--- src/rtl/hex_uart_tx.sv ---
// hex_uart_tx
// Prints a 32-bit word on a UART line as eight uppercase ASCII hex digits,
// most-significant nibble first, optionally followed by CR LF.
//
// Ports
//   clk          system clock, all logic on the rising edge
//   rst          synchronous, active-high reset
//   din[31:0]    word to print; captured when a word is accepted
//   start        level-sampled request; accepted only while the FSM is in IDLE
//   txd          registered UART line, 8N1, idles high
//   busy         high from the cycle after acceptance through the done cycle
//   done         one-cycle pulse in the cycle after the last stop bit ends
//   o_dbg_state  current FSM state, exposed for debug and checkers
//
// Handshake: start acts as a level "valid"; the block is "ready" whenever it
// sits in IDLE. This includes the done cycle, so a start held high begins
// the next word straight away. A start seen in any other state is dropped
// and not queued.
module hex_uart_tx #(
  parameter int CLK_FREQ = 100_000_000,
  parameter int BAUD     = 115200,
  parameter int NEWLINE  = 1
) (
  input  logic        clk,
  input  logic        rst,
  input  logic [31:0] din,
  input  logic        start,
  output logic        txd,
  output logic        busy,
  output logic        done,
  output logic [2:0]  o_dbg_state
);

  localparam int DIV   = CLK_FREQ / BAUD;
  localparam int BW    = $clog2(DIV + 1);
  localparam int NCHAR = (NEWLINE != 0) ? 10 : 8;

  localparam logic [BW-1:0] DIV_M1   = BW'(DIV - 1);
  // STOP_BIT covers the first DIV-1 cycles of the stop bit. NEXT_CHAR
  // supplies its final cycle, so every character still lasts 10*DIV cycles.
  localparam logic [BW-1:0] DIV_M2   = (DIV >= 2) ? BW'(DIV - 2) : '0;
  localparam logic [3:0]    LAST_IDX = 4'(NCHAR - 1);

  typedef enum logic [2:0] {
    IDLE      = 3'd0,
    START_BIT = 3'd1,
    DATA_BITS = 3'd2,
    STOP_BIT  = 3'd3,
    NEXT_CHAR = 3'd4
  } state_t;

  state_t         r_state;
  logic           r_txd;
  logic           r_busy;
  logic           r_done;
  logic [BW-1:0]  r_baud;
  logic [2:0]     r_bit;
  logic [3:0]     r_idx;
  logic [31:0]    r_word;

  logic [3:0]     w_nib;
  logic [7:0]     w_char;
  logic [2:0]     w_next_bit;

  // Character currently being sent: indices 0..7 are hex digits, 8 is CR
  // and 9 is LF.
  always_comb begin
    w_nib = 4'h0;
    case (r_idx)
      4'd0:    w_nib = r_word[31:28];
      4'd1:    w_nib = r_word[27:24];
      4'd2:    w_nib = r_word[23:20];
      4'd3:    w_nib = r_word[19:16];
      4'd4:    w_nib = r_word[15:12];
      4'd5:    w_nib = r_word[11:8];
      4'd6:    w_nib = r_word[7:4];
      4'd7:    w_nib = r_word[3:0];
      default: w_nib = 4'h0;
    endcase
    if (r_idx == 4'd8)       w_char = 8'h0D;
    else if (r_idx == 4'd9)  w_char = 8'h0A;
    else if (w_nib < 4'd10)  w_char = 8'h30 + {4'h0, w_nib};
    else                     w_char = 8'h37 + {4'h0, w_nib}; // 10 -> 'A' (0x41)
  end

  assign w_next_bit = r_bit + 3'd1;

  always_ff @(posedge clk) begin
    if (rst) begin
      r_state <= IDLE;
      r_txd   <= 1'b1;
      r_busy  <= 1'b0;
      r_done  <= 1'b0;
      r_baud  <= '0;
      r_bit   <= '0;
      r_idx   <= '0;
      r_word  <= '0;
    end else begin
      r_done <= 1'b0;
      case (r_state)
        IDLE: begin
          r_txd  <= 1'b1;
          r_busy <= 1'b0;
          r_baud <= '0;
          if (start) begin
            r_word  <= din;
            r_idx   <= '0;
            r_bit   <= '0;
            r_txd   <= 1'b0;   // start bit is on the line in the next cycle
            r_busy  <= 1'b1;
            r_state <= START_BIT;
          end
        end
        START_BIT: begin
          if (r_baud == DIV_M1) begin
            r_baud  <= '0;
            r_bit   <= '0;
            r_txd   <= w_char[0];
            r_state <= DATA_BITS;
          end else begin
            r_baud <= r_baud + 1'b1;
          end
        end
        DATA_BITS: begin
          if (r_baud == DIV_M1) begin
            r_baud <= '0;
            if (r_bit == 3'd7) begin
              r_txd   <= 1'b1;
              r_state <= (DIV == 1) ? NEXT_CHAR : STOP_BIT;
            end else begin
              r_bit <= w_next_bit;
              r_txd <= w_char[w_next_bit];
            end
          end else begin
            r_baud <= r_baud + 1'b1;
          end
        end
        STOP_BIT: begin
          if (r_baud == DIV_M2) begin
            r_baud  <= '0;
            r_state <= NEXT_CHAR;
          end else begin
            r_baud <= r_baud + 1'b1;
          end
        end
        NEXT_CHAR: begin
          // Last cycle of the stop bit. busy stays high through the done cycle.
          if (r_idx == LAST_IDX) begin
            r_done  <= 1'b1;
            r_state <= IDLE;
          end else begin
            r_idx   <= r_idx + 4'd1;
            r_txd   <= 1'b0;
            r_state <= START_BIT;
          end
        end
        default: r_state <= IDLE;
      endcase
    end
  end

  assign txd         = r_txd;
  assign busy        = r_busy;
  assign done        = r_done;
  assign o_dbg_state = r_state;

endmodule

--- config.mk ---
export PLATFORM = sky130hd
export DESIGN_NAME = hex_uart_tx
export DESIGN_NICKNAME = d
export VERILOG_FILES = /design/src/rtl/hex_uart_tx.sv
export SDC_FILE = /design/constraint.sdc
export NUM_CORES = 1
export LEC_CHECK = 0
export CORE_ASPECT_RATIO = 2
export CORE_MARGIN = 5
export CORE_UTILIZATION = 34
export DETAILED_ROUTE_END_ITERATION = 8
export GPL_TIMING_DRIVEN = 1
export PLACE_DENSITY = 0.59
export SLEW_MARGIN = 20
export SYNTH_ARGS = -nofsm -noshare
export SYNTH_HDL_FRONTEND = slang
export SYNTH_SLANG_ARGS = --single-unit
--- constraint.sdc ---
create_clock -name clk -period 2.27 [get_ports clk]
set_input_delay 0.3405 -clock clk [delete_from_list [all_inputs] [get_ports clk]]
set_output_delay 0.3405 -clock clk [all_outputs]
set_load 0.02 [all_outputs]
==> impl_metrics.toml, run 1 <==
[outcome]
status = "complete, no violations"

[sta]
finalCriticalPeriod_ns = 2.15
hold_ws_ns = 0.459
finalCritPeriodShare_pct = 94.6
hold_viol = 0
fmax_mhz = 466
final.setup.worst_slack_ns = 0.123
tightest_slew_ns = 0.412
slew_violations = 0
finalSetupTns_ns = 0
rsz0062_at_grt = "no"
max_slew_margin_pct = 72.3
finalSetupViolations = 0
fin_skew_ns = 0.00402

[synthesis]
yosys.area.top_type_share_pct = 39.0
synth-edff-count = 0
ys.flop_type = "dfxtp_1"
synth_seq_area_share_pct = 39.0
async_reset_ff_share_pct = 0
synth_nets = 410
syn_inst = 367
syn_area_um2 = 2830
yosys_register_bits = 55
ys_warn_count = 0
synth_cell_types = 53
yosys.area.top_type = "dfxtp_1"
syn_area_per_cell_um2 = 7.70
ys_top_cells_by_area = "dfxtp_1, nand2_1, a21oi_1, nor2_1, a22oi_1"

[clock_network]
cts_tree = "done"
clockRootBuffer = "clkbuf_16"
cts_made_buffers = 5
path_clk_slew_ns = 0.07
clock_latency_ns = 0.29
cts_sinks = 55
ctsLongestPathBuffers = 2
h-tree-depth = 2

[global_routing]
grt_max_degree = 51
antenna_found_initial = 0
grt_pass1_wl_um = 11900
grt_usage_pct = 14.7
grt_pass1_vias = 2593
gr-total-overflow = 0

[place]
place_inst = 493
place_ws_ns = -0.0295
hpwl_um = 5550
placed_area_um2 = 3350
port_buffers = 40
routabilityCongestion = 0.940

[critical_path]
max_stage_delay_ns = 0.39
cp-end-kind = "flop"
arrival_ns = 2.36
critPathSlowestCell = "or3_1"
critical_path_required_ns = 2.49
crit_chain = "inv_2 -> ha_4 -> a222oi_1 -> and3_1 -> or3_4 -> or3_1 -> a311oi_2 -> a41oi_1 -> o211ai_1"
crit_type = "reg2reg"
path_buf_inv = 1
crit_path_start_kind = "flop"
crit_family = "simple AND/OR/NAND/NOR gates"
crit_fanout = 8

[final_layout]
final_area_um2 = 3570
fin_nets = 446
drive_gt1_share_pct = 10.6
utilization_pct = 43.7
fin_cells = 502
area_growth_pct = 26.4
num_antenna_cells = 0

[die]
fp.dieW_um = 74.5
die-height_um = 139
rows = 47
initial_core_util_pct = 34.6
ios = 41
core-area_um2 = 8170
dieArea_um2 = 10300

[routing]
wl_per_cell_um = 14.5
via_count = 2644
wirelength_um = 7280
remaining_drc_errors = 0
final_antenna_net_count = 0
viasPerCell = 5.27
drt-initial-drc-count = 121
drtPass1Iterations = 5

[power_and_ir_drop]
total_power_mw = 2.45
p_seq_share_pct = 45.4
p_per_area_nw_per_um2 = 685
max-vdd-ir-drop_uv = 490
p_leak_nw = 1.28
comb_power_share_pct = 23.2
p_int_mw = 1.71
p_switching_mw = 0.732
clock_power_share_pct = 31.5
switching_share_pct = 29.9

[hold_path]
hold_class = "reg2reg"

[run]
maxCapViolCount = 0
worst register-to-register path, stage by stage, from the launching register on:
cell      delay (ns)
dfxtp_2         0.35
inv_2           0.11
ha_4            0.19
a222oi_1        0.09
and3_1          0.18
or3_4           0.36
or3_1           0.39
a311oi_2        0.21
a41oi_1         0.07
o211ai_1        0.12
cells in the final DEF, fill, tap and decap left out, types with 3 or more instances in the layout:
master,count
a21oi_1,48
a22oi_1,12
and3_1,5
buf_4,14
clkbuf_16,5
clkdlybuf4s50_1,40
dfxtp_1,53
ha_1,4
ha_4,3
inv_1,3
mux2i_1,5
nand2_1,85
nand2b_1,3
nand3_1,9
nor2_1,31
nor2b_1,5
nor3_1,9
o21a_1,3
o21ai_0,6
xnor2_1,6
xor2_1,3
state kept, by name, indices dropped and copies added, names as in the netlist:
| signal | flops |
|---|---|
| o_dbg_state | 3 |
| txd | 1 |
| done | 1 |
| r_idx | 4 |
| r_baud | 10 |
| busy | 1 |
| r_bit | 3 |
| r_word | 32 |
power groups by stage:
stage	Sequential (mW)	Clock, mW	Combinational (mW)
2_1_floorplan	1.12	0	0.371
3_3_place_gp	1.13	0	0.555
3_5_place_dp	1.13	0	0.562
4_1_cts	1.11	0.796	0.565
5_1_grt	1.12	0.830	0.639
6_report	1.11	0.769	0.567
kinds of logic (layout without fill, tap and decap cells):
family	count (synthesis)	after routing	share of synthesized area, %
adders and majority gates	8	8	3.54
xor gates and xnor gates	9	9	2.79
muxes	6	6	2.17
buffers and inverters	31	68	4.78
and+or+nand+nor	165	165	27.1
AOI/OAI and AO/OA	93	93	20.6
DFF	55	55	39.0
metal layers:
metal  vias to the layer above  global-route usage (%)  wire length [µm]
li1                       1339                       -                 -
met4                         0                    8.91               321
met2                        75                    26.8              4060
met5                         -                       0                 0
met3                        24                    3.34               321
met1                      1206                    14.2              2580
final timing paths:
check | start | to | slack [ns] | depth (start not counted)
min | r_word[14]$_SDFFE_PP0P_ | r_word[14]$_SDFFE_PP0P_ | 0.46 | 2
min reg2reg | r_word[14]$_SDFFE_PP0P_ | r_word[14]$_SDFFE_PP0P_ | 0.46 | 2
max reg2reg | r_idx[0]$_SDFFE_PP0P_ | txd$_SDFFE_PP1P_ | 0.12 | 9
max | r_idx[0]$_SDFFE_PP0P_ | txd$_SDFFE_PP1P_ | 0.12 | 9
cells in the mapped netlist (6+ instances only):
cell	number
clkbuf_1	17
buf_2	6
nor3_1	9
dfxtp_1	55
o21ai_0	6
nand3_1	9
a22oi_1	14
ha_1	8
nor2_1	31
nand2_1	85
a21oi_1	48
xnor2_1	6
layout make-up:
type                            count  area [µm²]
Timing Repair Buffer               55         526
Clock inverter                      2        16.3
Tap cell                           98         123
Inverter                            5        18.8
Clock buffer                        6         129
Fill cell                         832        4600
Multi-Input combinational cell    281        1650
Sequential cell                    55        1110
timing repair:
action / CTS / global route
pin swaps: 0 / 2
buffers inserted: 0 / 1
setup endpoints to repair: 1 / 1
hold buffers: 0 / 0
hold endpoints to repair: 0 / 0
resized for setup: 4 / 13
Power figures use the tool's default switching activity.
==> inputs of run 2 (changes only) <==
--- a/config.mk
+++ b/config.mk
@@ -10,7 +10,7 @@
 export CORE_UTILIZATION = 34
 export DETAILED_ROUTE_END_ITERATION = 8
 export GPL_TIMING_DRIVEN = 1
-export PLACE_DENSITY = 0.59
+export PLACE_DENSITY = 0.57
 export SLEW_MARGIN = 20
 export SYNTH_ARGS = -nofsm -noshare
 export SYNTH_HDL_FRONTEND = slang
==> constraint.sdc (replaced) <==
create_clock -name clk -period 2.7 [get_ports clk]
set_input_delay 0.405 -clock clk [delete_from_list [all_inputs] [get_ports clk]]
set_output_delay 0.405 -clock clk [all_outputs]
set_load 0.02 [all_outputs]
==> run 2 against run 1 <==
- hold slack lost 0.0046 ns
- sequential cell count is the same
- cell count shrank 2.2%
- register-to-register slack gained 0.15 ns
- count of clock-buffer cells in the layout shrank 1
- first-iteration DRC count shrank 4.1%
- fmax shrank 12%
- global-route usage shrank 0.42 points
- total power shrank 16%
- critical endpoint unchanged
- largest cell class unchanged
==> impl_metrics.toml, run 2 (synthesis results as in run 1) <==
[outcome]
status = "complete, no violations"

[die]
die-height_um = 139
dieArea_um2 = 10300
core-area_um2 = 8170
ios = 41
fp.dieW_um = 74.5
initial_core_util_pct = 34.6
rows = 47

[critical_path]
critPathSlowestCell = "dfxtp_1"
crit_fanout = 10
crit_family = "simple AND/OR/NAND/NOR gates"
arrival_ns = 2.64
crit_chain = "ha_1 -> a222oi_1 -> and3_1 -> or3_4 -> or3_1 -> a311oi_1 -> a41oi_1 -> o211ai_1"
crit_path_start_kind = "flop"
max_stage_delay_ns = 0.42
cp-end-kind = "flop"
path_buf_inv = 0
critical_path_required_ns = 2.92
crit_type = "reg2reg"

[sta]
finalSetupTns_ns = 0
finalCriticalPeriod_ns = 2.43
slew_violations = 0
hold_viol = 0
fmax_mhz = 412
finalCritPeriodShare_pct = 89.9
fin_skew_ns = 0.00420
finalSetupViolations = 0
tightest_slew_ns = 0.727
max_slew_margin_pct = 51.5
rsz0062_at_grt = "no"

[final_layout]
drive_gt1_share_pct = 5.60
regMostFlops = "r_word"
ff_latch_area_um2 = 1100
fin_cells = 491
area_growth_pct = 21.3
largest_register_ffs = 32
top_regs = "r_word: 32 flops, r_baud: 10 flops, r_idx: 4 flops"
n_fill_cell = 871
fin_nets = 435
num_antenna_cells = 0
multi_input_area_um2 = 1590
final_common_cell = "nand2_1"
layout_common_cells = "nand2_1, dfxtp_1, a21oi_1, clkdlybuf4s50_1, nor2_1"

[power_and_ir_drop]
max-vdd-ir-drop_uv = 403
total_power_mw = 2.05
p_leak_nw = 1.22
p_per_area_nw_per_um2 = 599

[global_routing]
grt_pass1_wl_um = 11700
antenna_found_initial = 0
use_met3_pct = 1.96
gr-total-overflow = 0
global_route.usage.met1_pct = 14.5
grt_max_degree = 51
busiest_layer = "met2"
grt_use_met2_pct = 26.4
grt_usage_pct = 14.3
grt_pass1_vias = 2514

[place]
port_buffers = 40
routabilityCongestion = 0.874
hpwl_um = 5460
place_inst = 483

[clock_network]
clock_latency_ns = 0.30
postCtsSetupBuffers = 0
ctsResizeCount = 0
ctsLongestPathBuffers = 2
cts_tree = "done"
h-tree-depth = 2
clockRootBuffer = "clkbuf_16"
path_clk_slew_ns = 0.07
cts_hold_buf = 0
cts_made_buffers = 5
cts_sinks = 55

[routing]
drtPass1Iterations = 4
final_antenna_net_count = 0
wirelength_um = 7010
remaining_drc_errors = 0
via_count = 2527
wl_per_cell_um = 14.3
drt-initial-drc-count = 116
viasPerCell = 5.15

[hold_path]
hold_class = "reg2reg"

[run]
maxCapViolCount = 0
run 2: worst paths after layout:
path / start / end / slack [ns] / cells after the start
hold reg to reg: r_word[3]$_SDFFE_PP0P_ / r_word[3]$_SDFFE_PP0P_ / 0.45 / 2
setup reg to reg: r_idx[0]$_SDFFE_PP0P_ / txd$_SDFFE_PP1P_ / 0.27 / 8
hold / removal: r_word[3]$_SDFFE_PP0P_ / r_word[3]$_SDFFE_PP0P_ / 0.45 / 2
setup / recovery: r_idx[0]$_SDFFE_PP0P_ / txd$_SDFFE_PP1P_ / 0.27 / 8
run 2: cell type report:
class	count	area share (%)
Timing Repair Buffer	44	12.9
Clock buffer	5	3.65
Clock inverter	3	0.803
Tap cell	98	3.58
Sequential cell	55	32.1
Multi-Input combinational cell	281	46.4
Inverter	5	0.548
run 2: per-layer routing:
metal	part of all wire [%]	vias up
li1	-	1321
met2	57	42
met5	0	-
met1	37	1147
met4	3.5	0
met3	2.6	17
run 2: worst register-to-register path, delay by kind of cell (launching register included):
| kind | cells | cell delay (ns) |
|---|---|---|
| compound gates | 4 | 0.57 |
| fa+ha+maj | 1 | 0.39 |
| flops | 1 | 0.42 |
| simple gates | 3 | 0.96 |
run 2: where the power goes:
group	total [mW]	internal [mW]	switching [mW]	leakage (nW)
Sequential	0.943	0.877	0.0657	0.449
Combinational	0.438	0.200	0.239	0.700
Clock	0.672	0.354	0.317	0.0723
run 2: metrics by stage:
| step | area [µm²] | hold slack [ns] | utilization [%] | setup slack, ns |
|---|---|---|---|---|
| floorplan | 2830 | 0.436 | - | 0.577 |
| global placement | 3270 | 0.447 | 40.1 | 0.369 |
| detailed placement | 3270 | 0.449 | 40.1 | 0.273 |
| CTS | 3430 | 0.459 | 41.9 | 0.255 |
| global route | 3430 | 0.483 | 41.9 | 0.0958 |
| finish | 3430 | 0.454 | 41.9 | 0.273 |
